## src/rtl/regfile_sb.sv

```systemverilog
// Register file with clear sequencer and pending-write scoreboard; reg 0 reads zero.
// Optional same-cycle write-to-read forwarding is enabled by defining REGFILE_BYPASS_EN.
module regfile_sb #(
  parameter int unsigned DATA_W = 32,
  parameter int unsigned ADDR_W = 5
) (
  input  logic              clk,
  input  logic              rst_n,
  input  logic              clr,
  output logic              busy,
  input  logic              WE3,
  input  logic [ADDR_W-1:0] A3,
  input  logic [DATA_W-1:0] WD3,
  input  logic [ADDR_W-1:0] A1,
  input  logic [ADDR_W-1:0] A2,
  output logic [DATA_W-1:0] RD1,
  output logic [DATA_W-1:0] RD2,
  input  logic              use1,
  input  logic              use2,
  input  logic              set_pend,
  input  logic [ADDR_W-1:0] A_pend,
  output logic              pend1,
  output logic              pend2,
  output logic              stall
);

  localparam int unsigned NREGS = 2 ** ADDR_W;

  typedef enum logic {ST_IDLE, ST_CLEAR} state_e;

  state_e              state_q, state_d;
  logic [ADDR_W-1:0]   idx_q, idx_d;
  logic [NREGS-1:0]    pend_q, pend_d;
  logic [DATA_W-1:0]   regs_q [NREGS];

  logic                mem_we;
  logic [ADDR_W-1:0]   mem_addr;
  logic [DATA_W-1:0]   mem_wdata;
  logic                idle;
  logic                wr_ok;
  logic                byp1;
  logic                byp2;

  assign idle  = (state_q == ST_IDLE);
  assign wr_ok = idle && WE3 && (A3 != '0);

  // Next-state, scoreboard update and array write port selection
  always_comb begin
    state_d   = state_q;
    idx_d     = idx_q;
    pend_d    = pend_q;
    mem_we    = 1'b0;
    mem_addr  = A3;
    mem_wdata = WD3;
    case (state_q)
      ST_IDLE: begin
        mem_we = wr_ok;
        if (clr) begin
          state_d = ST_CLEAR;
          idx_d   = '0;
          pend_d  = '0;
        end else begin
          if (wr_ok) pend_d[A3] = 1'b0;
          // a new producer on the same edge supersedes the retiring one
          if (set_pend && (A_pend != '0)) pend_d[A_pend] = 1'b1;
        end
      end
      ST_CLEAR: begin
        mem_we    = 1'b1;
        mem_addr  = idx_q;
        mem_wdata = '0;
        if (clr) begin
          idx_d = '0;
        end else if (idx_q == '1) begin
          state_d = ST_IDLE;
        end else begin
          idx_d = idx_q + ADDR_W'(1);
        end
      end
      default: state_d = ST_CLEAR;
    endcase
    pend_d[0] = 1'b0;
  end

  // Reset parks the sequencer at the start of a sweep
  always_ff @(posedge clk or negedge rst_n) begin
    if (!rst_n) begin
      state_q <= ST_CLEAR;
      idx_q   <= '0;
      pend_q  <= '0;
    end else begin
      state_q <= state_d;
      idx_q   <= idx_d;
      pend_q  <= pend_d;
    end
  end

  // Storage array is only zeroed by the sweep, never by reset
  always_ff @(posedge clk) begin
    if (mem_we) regs_q[mem_addr] <= mem_wdata;
  end

`ifdef REGFILE_BYPASS_EN
  assign byp1 = wr_ok && (A1 == A3);
  assign byp2 = wr_ok && (A2 == A3);
`else
  assign byp1 = 1'b0;
  assign byp2 = 1'b0;
`endif

  assign RD1   = (!idle || (A1 == '0)) ? '0 : (byp1 ? WD3 : regs_q[A1]);
  assign RD2   = (!idle || (A2 == '0)) ? '0 : (byp2 ? WD3 : regs_q[A2]);
  assign pend1 = !byp1 && pend_q[A1];
  assign pend2 = !byp2 && pend_q[A2];
  assign busy  = !idle;
  assign stall = busy | (use1 & pend1) | (use2 & pend2);

endmodule

```

## config.mk

```make
export PLATFORM = sky130hd
export DESIGN_NAME = regfile_sb
export DESIGN_NICKNAME = d
export VERILOG_FILES = /design/src/rtl/regfile_sb.sv
export SDC_FILE = /design/constraint.sdc
export NUM_CORES = 1
export LEC_CHECK = 0
export CORE_UTILIZATION = 32
export CTS_CLUSTER_SIZE = 16
export DETAILED_ROUTE_END_ITERATION = 8
export SLEW_MARGIN = 40
export SYNTH_ARGS = -nofsm -noshare
export SYNTH_HDL_FRONTEND = slang
export SYNTH_SLANG_ARGS = --single-unit
```

## constraint.sdc

```tcl
create_clock -name clk -period 4 [get_ports clk]
set_input_delay 0.8 -clock clk [delete_from_list [all_inputs] [get_ports clk]]
set_output_delay 0.8 -clock clk [all_outputs]
set_load 0.05 [all_outputs]
```

==> impl_results.md, run 1 <==
- Routed via count: 32078
- Period Utilization, post-route: 95.54%
- Status: completed
- Final nets: 3290
- Vias in the first global route: 32545
- Worst vdd ir: 0.3535 mV
- Synth Register Bits: 1061
- Total congestion overflow: 0
- Rows: 145
- Starting Density: 32.23%
- GRT Total Usage: 20.22%
- Gate Count Post-Synth: 3026
- Post-DP Area: 56760 sq um
- Dpl cells: 5174
- Setup repair bufs after CTS: 0
- Synth warnings: 0
- PortBufs: 126
- Final Instance Area: 60250 sq um
- Crit. End Element: output pin
- Detailed Routing Iterations Pass 1: 8
- Clk root buf: clkbuf_16
- Setup TNS: 0 ps
- Commonest cells after routing, fill and taps aside: edfxtp_1 (1024), mux2i_1 (521), mux4_2 (266)
- Critical Path RT: 3200 ps
- Fin cells: 5380
- Relative slew slack: 39.89%
- H-tree depth: 3
- Hold buffers post-CTS: 0
- Detailed-route DRC error count: 0
- Vias per inst: 5.962
- Max Fclk: 261.7 MHz
- Estimated wirelength of the detail-placed design: 93440 microns
- Setup Skew: 34.91 ps
- RSZ-0062 raised after global routing: no
- GPL Wtd Cong: 0.8007
- Inserted Clock Buffers: 111
- Power, Total: 0.02419 W
- Worst-Margin Slew: 893.9 ps
- CTS tree: done
- WS Path Type: primary input to output pin
- Pleak: 20.28 nW
- Max clock buf depth: 3
- Top Ports: 127
- Drt wl/cell: 30.21 microns
- First-pass GRT wire length: 231600 microns
- Initial antenna violation count: 2
- PD cells: 401.4 nW/um^2
- HP Class: primary input to asynchronous set/reset pin
- Wirelength, routed: 162500 microns
- PostCTS Resize Cnt: 0
- Syn nets: 3087
- Die Y: 398.4 microns
- Critical path arrival: 3020 ps
- Top cells by area, synth: edfxtp_1 (61%), mux4_2 (12%), mux2i_1 (10%)
- Commonest non-fill, non-tap cell in the layout: edfxtp_1
- Initial DRC Count: 3434
- Cell taking the most area after synthesis: edfxtp_1
- CTS Sinks: 1061
- Worst slack at placement: 186.6 ps
- Post-route ant nets: 0
- Max-Cap Viols: 0
- Largest net degree at the start of global routing: 68
- Layout cells sized above 1: 24.49%
- Clk slew on worst S/H paths: 60 ps
- Die W: 398.4 microns
- Register area share after synthesis: 62.99%
- Setup crit start kind: primary input
- Final period demand of the worst path: 3822 ps
- Fin. Hold Viols: 0
- Core area: 156000 sq um
- Die area: 158700 sq um
- Setup slack after layout: 178.3 ps
- Syn Std Cell Area: 50290 sq um
- Worst-path fanout max: 20
- # setup viols final: 0
- Slew Limit Fails: 0
- Syn_area_per_cell: 16.62 sq um
- Cell variety after synth: 51
- Area growth syn-to-layout: 19.82%
- Synth top area share: 61.15%
- Clk Latency, worst-skew pair: 750 ps
-- state kept, by name, indices dropped and copies added (netlist names) --
register	cells
idx_q	5
busy	1
pend_q	31
regs_q	1024
-- through the flow --
| step | util (%) | hold slack [ps] |
|---|---|---|
| 2_1_floorplan | - | 470.5 |
| 3_3_place_gp | 36.36 | 497.7 |
| 3_5_place_dp | 36.38 | 507.1 |
| 4_1_cts | 38.61 | 20.75 |
| 5_1_grt | 38.61 | 56.32 |
| 6_report | 38.62 | 46.62 |
-- kinds of logic (layout without fill, tap and decap cells) --
logic type	after synthesis	in the layout	share of synthesized area, %
AND/OR/NAND/NOR	214	214	2.339
AO/OA/AOI/OAI	690	690	9.549
flip-flops	1061	1061	62.99
buffers and inverters	262	556	2.563
other	0	2	0
XOR/XNOR	3	3	0.05226
multiplexers	794	794	22.46
adder cells (fa/ha/maj)	2	2	0.04975
-- cells in the mapped netlist (all sizes together) --
master / count
nand2b: 12
xor2: 2
and3: 1
o41ai: 1
dfstp: 1
or4b: 1
and2: 1
nor3: 5
nand4: 2
mux2i: 521
nand4b: 2
nor4: 1
a221o: 1
nand3: 6
or2: 3
o22ai: 132
mux4: 266
xnor2: 1
o2111ai: 1
nor3b: 1
buf: 146
o221ai: 258
o21a: 1
o32ai: 1
nand3b: 6
a311oi: 1
inv: 11
nor2b: 34
edfxtp: 1024
o31ai: 68
dfrtp: 36
clkbuf: 105
o311a: 1
a31oi: 7
o21ai: 60
a22oi: 1
nor2: 51
a21oi: 157
mux2: 7
nand2: 22
or3: 66
ha: 2
-- worst max-delay path: stages --
cell,delay (ps)
clkdlybuf4s50_1,660
nor2_1,280
o31ai_4,140
buf_12,200
or3_1,480
o31ai_1,220
buf_12,220
-- report_power, final --
| group | total (W) | switching (W) | leakage, nW | internal (W) |
|---|---|---|---|---|
| logic | 0.00198 | 0.00116 | 8.55 | 0.000823 |
| registers | 0.0122 | 0.0000557 | 10.0 | 0.0121 |
| clock network | 0.0100 | 0.00438 | 1.69 | 0.00562 |
-- final cells by class --
cell class              count  area (sq um)
diodes                      2         5.005
clock buffers             140          2929
clock inverters            64         555.5
fillers                 14259         95770
inverters                  11         46.29
multi-input cells        1703         17900
flip-flops and latches   1061         31680
well taps                2058          2575
repair buffers            341          4559
-- per-layer routing --
layer / part of all wire (%) / GRT usage (%) / up-vias
li1: - / - / 13336
met1: 40 / 26.38 / 16891
met2: 49 / 34.09 / 1534
met3: 7.4 / 3.171 / 315
met4: 3.5 / 7.047 / 2
met5: 0.0080 / 0 / -
-- final timing paths --
path / cells after the start / end / slack (ps) / from
max in group asynchronous: 1 / busy / 3570 / rst_n
min in group clk: 2 / pend_q[30] / 520 / pend_q[30]
worst min register to register: 2 / pend_q[30] / 520 / pend_q[30]
worst max register to register: 5 / regs_q[17][21] / 1250 / busy
worst max-delay path: 7 / RD1[31] / 180 / A1[4]
worst min-delay path: 1 / pend_q[20] / 50 / rst_n
No activity file was read; power rests on OpenSTA's default activity.
==> run 2: changes to the inputs <==
--- a/config.mk
+++ b/config.mk
@@ -6,9 +6,8 @@
 export NUM_CORES = 1
 export LEC_CHECK = 0
 export CORE_UTILIZATION = 32
-export CTS_CLUSTER_SIZE = 16
+export CTS_CLUSTER_SIZE = 10
 export DETAILED_ROUTE_END_ITERATION = 8
-export SLEW_MARGIN = 40
 export SYNTH_ARGS = -nofsm -noshare
 export SYNTH_HDL_FRONTEND = slang
 export SYNTH_SLANG_ARGS = --single-unit
==> impl_results.md, run 2 (same netlist as run 1, synthesis figures left out) <==
- CP top delay family: simple AND/OR/NAND/NOR gates
- WS Path Type: primary input to output pin
- H-tree depth: 3
- Met3 WL: 12250 microns
- Routed via count: 32206
- Fin cells: 5340
- Largest register FFs: 1024
- Worst-Margin Slew: 1184 ps
- Inserted Clock Buffers: 121
- Reg2reg setup slack: 1260 ps
- Critical Path RT: 3200 ps
- Top Ports: 127
- Clk Latency, worst-skew pair: 750 ps
- Vias per inst: 6.031
- Max layer used: met5
- PostCTS Resize Cnt: 0
- Hold buffers post-CTS: 0
- Rows: 145
- Vias in the first global route: 32727
- Max Fclk: 261.9 MHz
- Status: completed
- Critical path arrival: 3020 ps
- Comb pwr share: 8.2%
- Sequence of cells on the critical path: buf_4, or2_4, buf_12, o221ai_1, a21oi_1, or3_1, o31ai_1, buf_12
- GPL Wtd Cong: 0.8007
- Crit-path max cell delay: 480 ps
- Pleak: 20.20 nW
- Reg power frac: 50.8%
- First-pass GRT wire length: 232300 microns
- Layout cells sized above 1: 24.60%
- Most numerous cell on the critical path: buf_12
- Detailed Routing Iterations Pass 1: 7
- Max clock buf depth: 3
- Clk root buf: clkbuf_16
- Largest regs: regs_q x1024, pend_q x31, idx_q x5
- Die area: 158700 sq um
- Largest net degree at the start of global routing: 68
- Sw power: 0.005481 W
- Core area: 156000 sq um
- Setup TNS: 0 ps
- # setup viols final: 0
- Relative slew slack: 20.72%
- RR Endpoint: regs_q[17][14]
- Post-route ant nets: 0
- M1 wire length: 65370 microns
- Initial DRC Count: 3399
- Wirelength, routed: 163700 microns
- Worst path slowest cell: or3_1
- Commonest non-fill, non-tap cell in the layout: edfxtp_1
- Detailed-route DRC error count: 0
- Max-Cap Viols: 0
- Worst path bufs/invs: 3
- Final period demand of the worst path: 3819 ps
- Slew Limit Fails: 0
- Switch share: 22.79%
- Internal power: 0.01857 W
- Initial antenna violation count: 2
- Total congestion overflow: 0
- Fin. Hold Viols: 0
- CTS tree: done
- Worst r2r path cells: 5
- Clk slew on worst S/H paths: 60 ps
- Estimated wirelength of the detail-placed design: 93330 microns
- Starting Density: 32.23%
- CTS Sinks: 1061
- DR WL met2: 80080 microns
- Reg2reg start: busy
- Drt wl/cell: 30.66 microns
- Commonest cells after routing, fill and taps aside: edfxtp_1 (1024), mux2i_1 (521), mux4_2 (266)
- Worst vdd ir: 0.3707 mV
- Crit. End Element: output pin
- Clock network power share: 41.0%
- Final nets: 3300
- Post-layout util: 38.51%
- RSZ-0062 raised after global routing: no
- Setup repair bufs after CTS: 0
- Area growth syn-to-layout: 19.49%
- PD cells: 400.2 nW/um^2
- Reg with most FFs: regs_q
- Die Y: 398.4 microns
- HP Class: primary input to asynchronous set/reset pin
- PortBufs: 126
- Dpl cells: 5174
- GRT Total Usage: 20.29%
- Setup Skew: 40.84 ps
- Die W: 398.4 microns
- Setup crit start kind: primary input
- Fill cell count: 14213
- Period Utilization, post-route: 95.47%
- Worst-path fanout max: 60
run 2: changes by cell type in the layout (fill, tap and decap cells not counted), sizes merged:
| cell | previous run | this run |
|---|---|---|
| inv | 12 | 14 |
| clkbuf | 140 | 150 |
| clkinv | 55 | 10 |
| diode | 2 | 1 |
| bufinv | 7 | 1 |
run 2: worst register-to-register path, cell delays in order, from the launching register on:
cell	delay (ps)
dfstp_4	840
nand2b_1	120
o22ai_1	290
nand2_1	320
nor2_4	560
buf_12	270
run 2: power groups by stage:
stage	combinational (W)	clock [W]	sequential [W]
after floorplan	0.00125	0	0.0124
after global placement	0.00197	0	0.0124
after detailed placement	0.00197	0	0.0124
after CTS	0.00198	0.0100	0.0122
after global routing	0.00208	0.0104	0.0122
final	0.00198	0.00986	0.0122
run 2: per-layer routing:
metal / global-route usage, % / vias up
met4: 7.341 / 2
met2: 34.04 / 1539
met5: 0 / -
li1: - / 13306
met3: 3.616 / 331
met1: 26.21 / 17028
run 2: worst max path at each step:
stage | startpoint | cells past startpoint | end | slack, ps
finish | A2[2] | 8 | RD2[8] | 180
floorplan | A1[1] | 9 | RD1[0] | 4
detailed placement | A1[4] | 7 | RD1[31] | 190
CTS | A1[4] | 7 | RD1[31] | 190
global route | A2[2] | 8 | RD2[8] | 150
global placement | A2[4] | 8 | RD2[19] | 180
run 2: metrics by stage:
stage | hold slack [ps] | instance area, sq um | total power [W] | setup slack [ps]
finish | 161.3 | 60090 | 0.02405 | 181.1
global route | 203.5 | 60090 | 0.02470 | 148.2
CTS | 160.7 | 60090 | 0.02421 | 190.6
detailed placement | 506.8 | 56730 | 0.01441 | 190.2
global placement | 497.7 | 56730 | 0.01440 | 180.8
floorplan | 470.5 | 50430 | 0.01367 | 3.637
run 2: final cells by class:
type	instances	area, sq um	share of cell area [%]
antenna	1	2.502	0.004164
clock buffer	150	3209	5.341
clock inverter	15	152.6	0.2540
inverter	11	46.29	0.07704
multi-input combinational	1703	17870	29.73
sequential	1061	31680	52.72
tap	2058	2575	4.285
timing repair buffer	341	4557	7.583
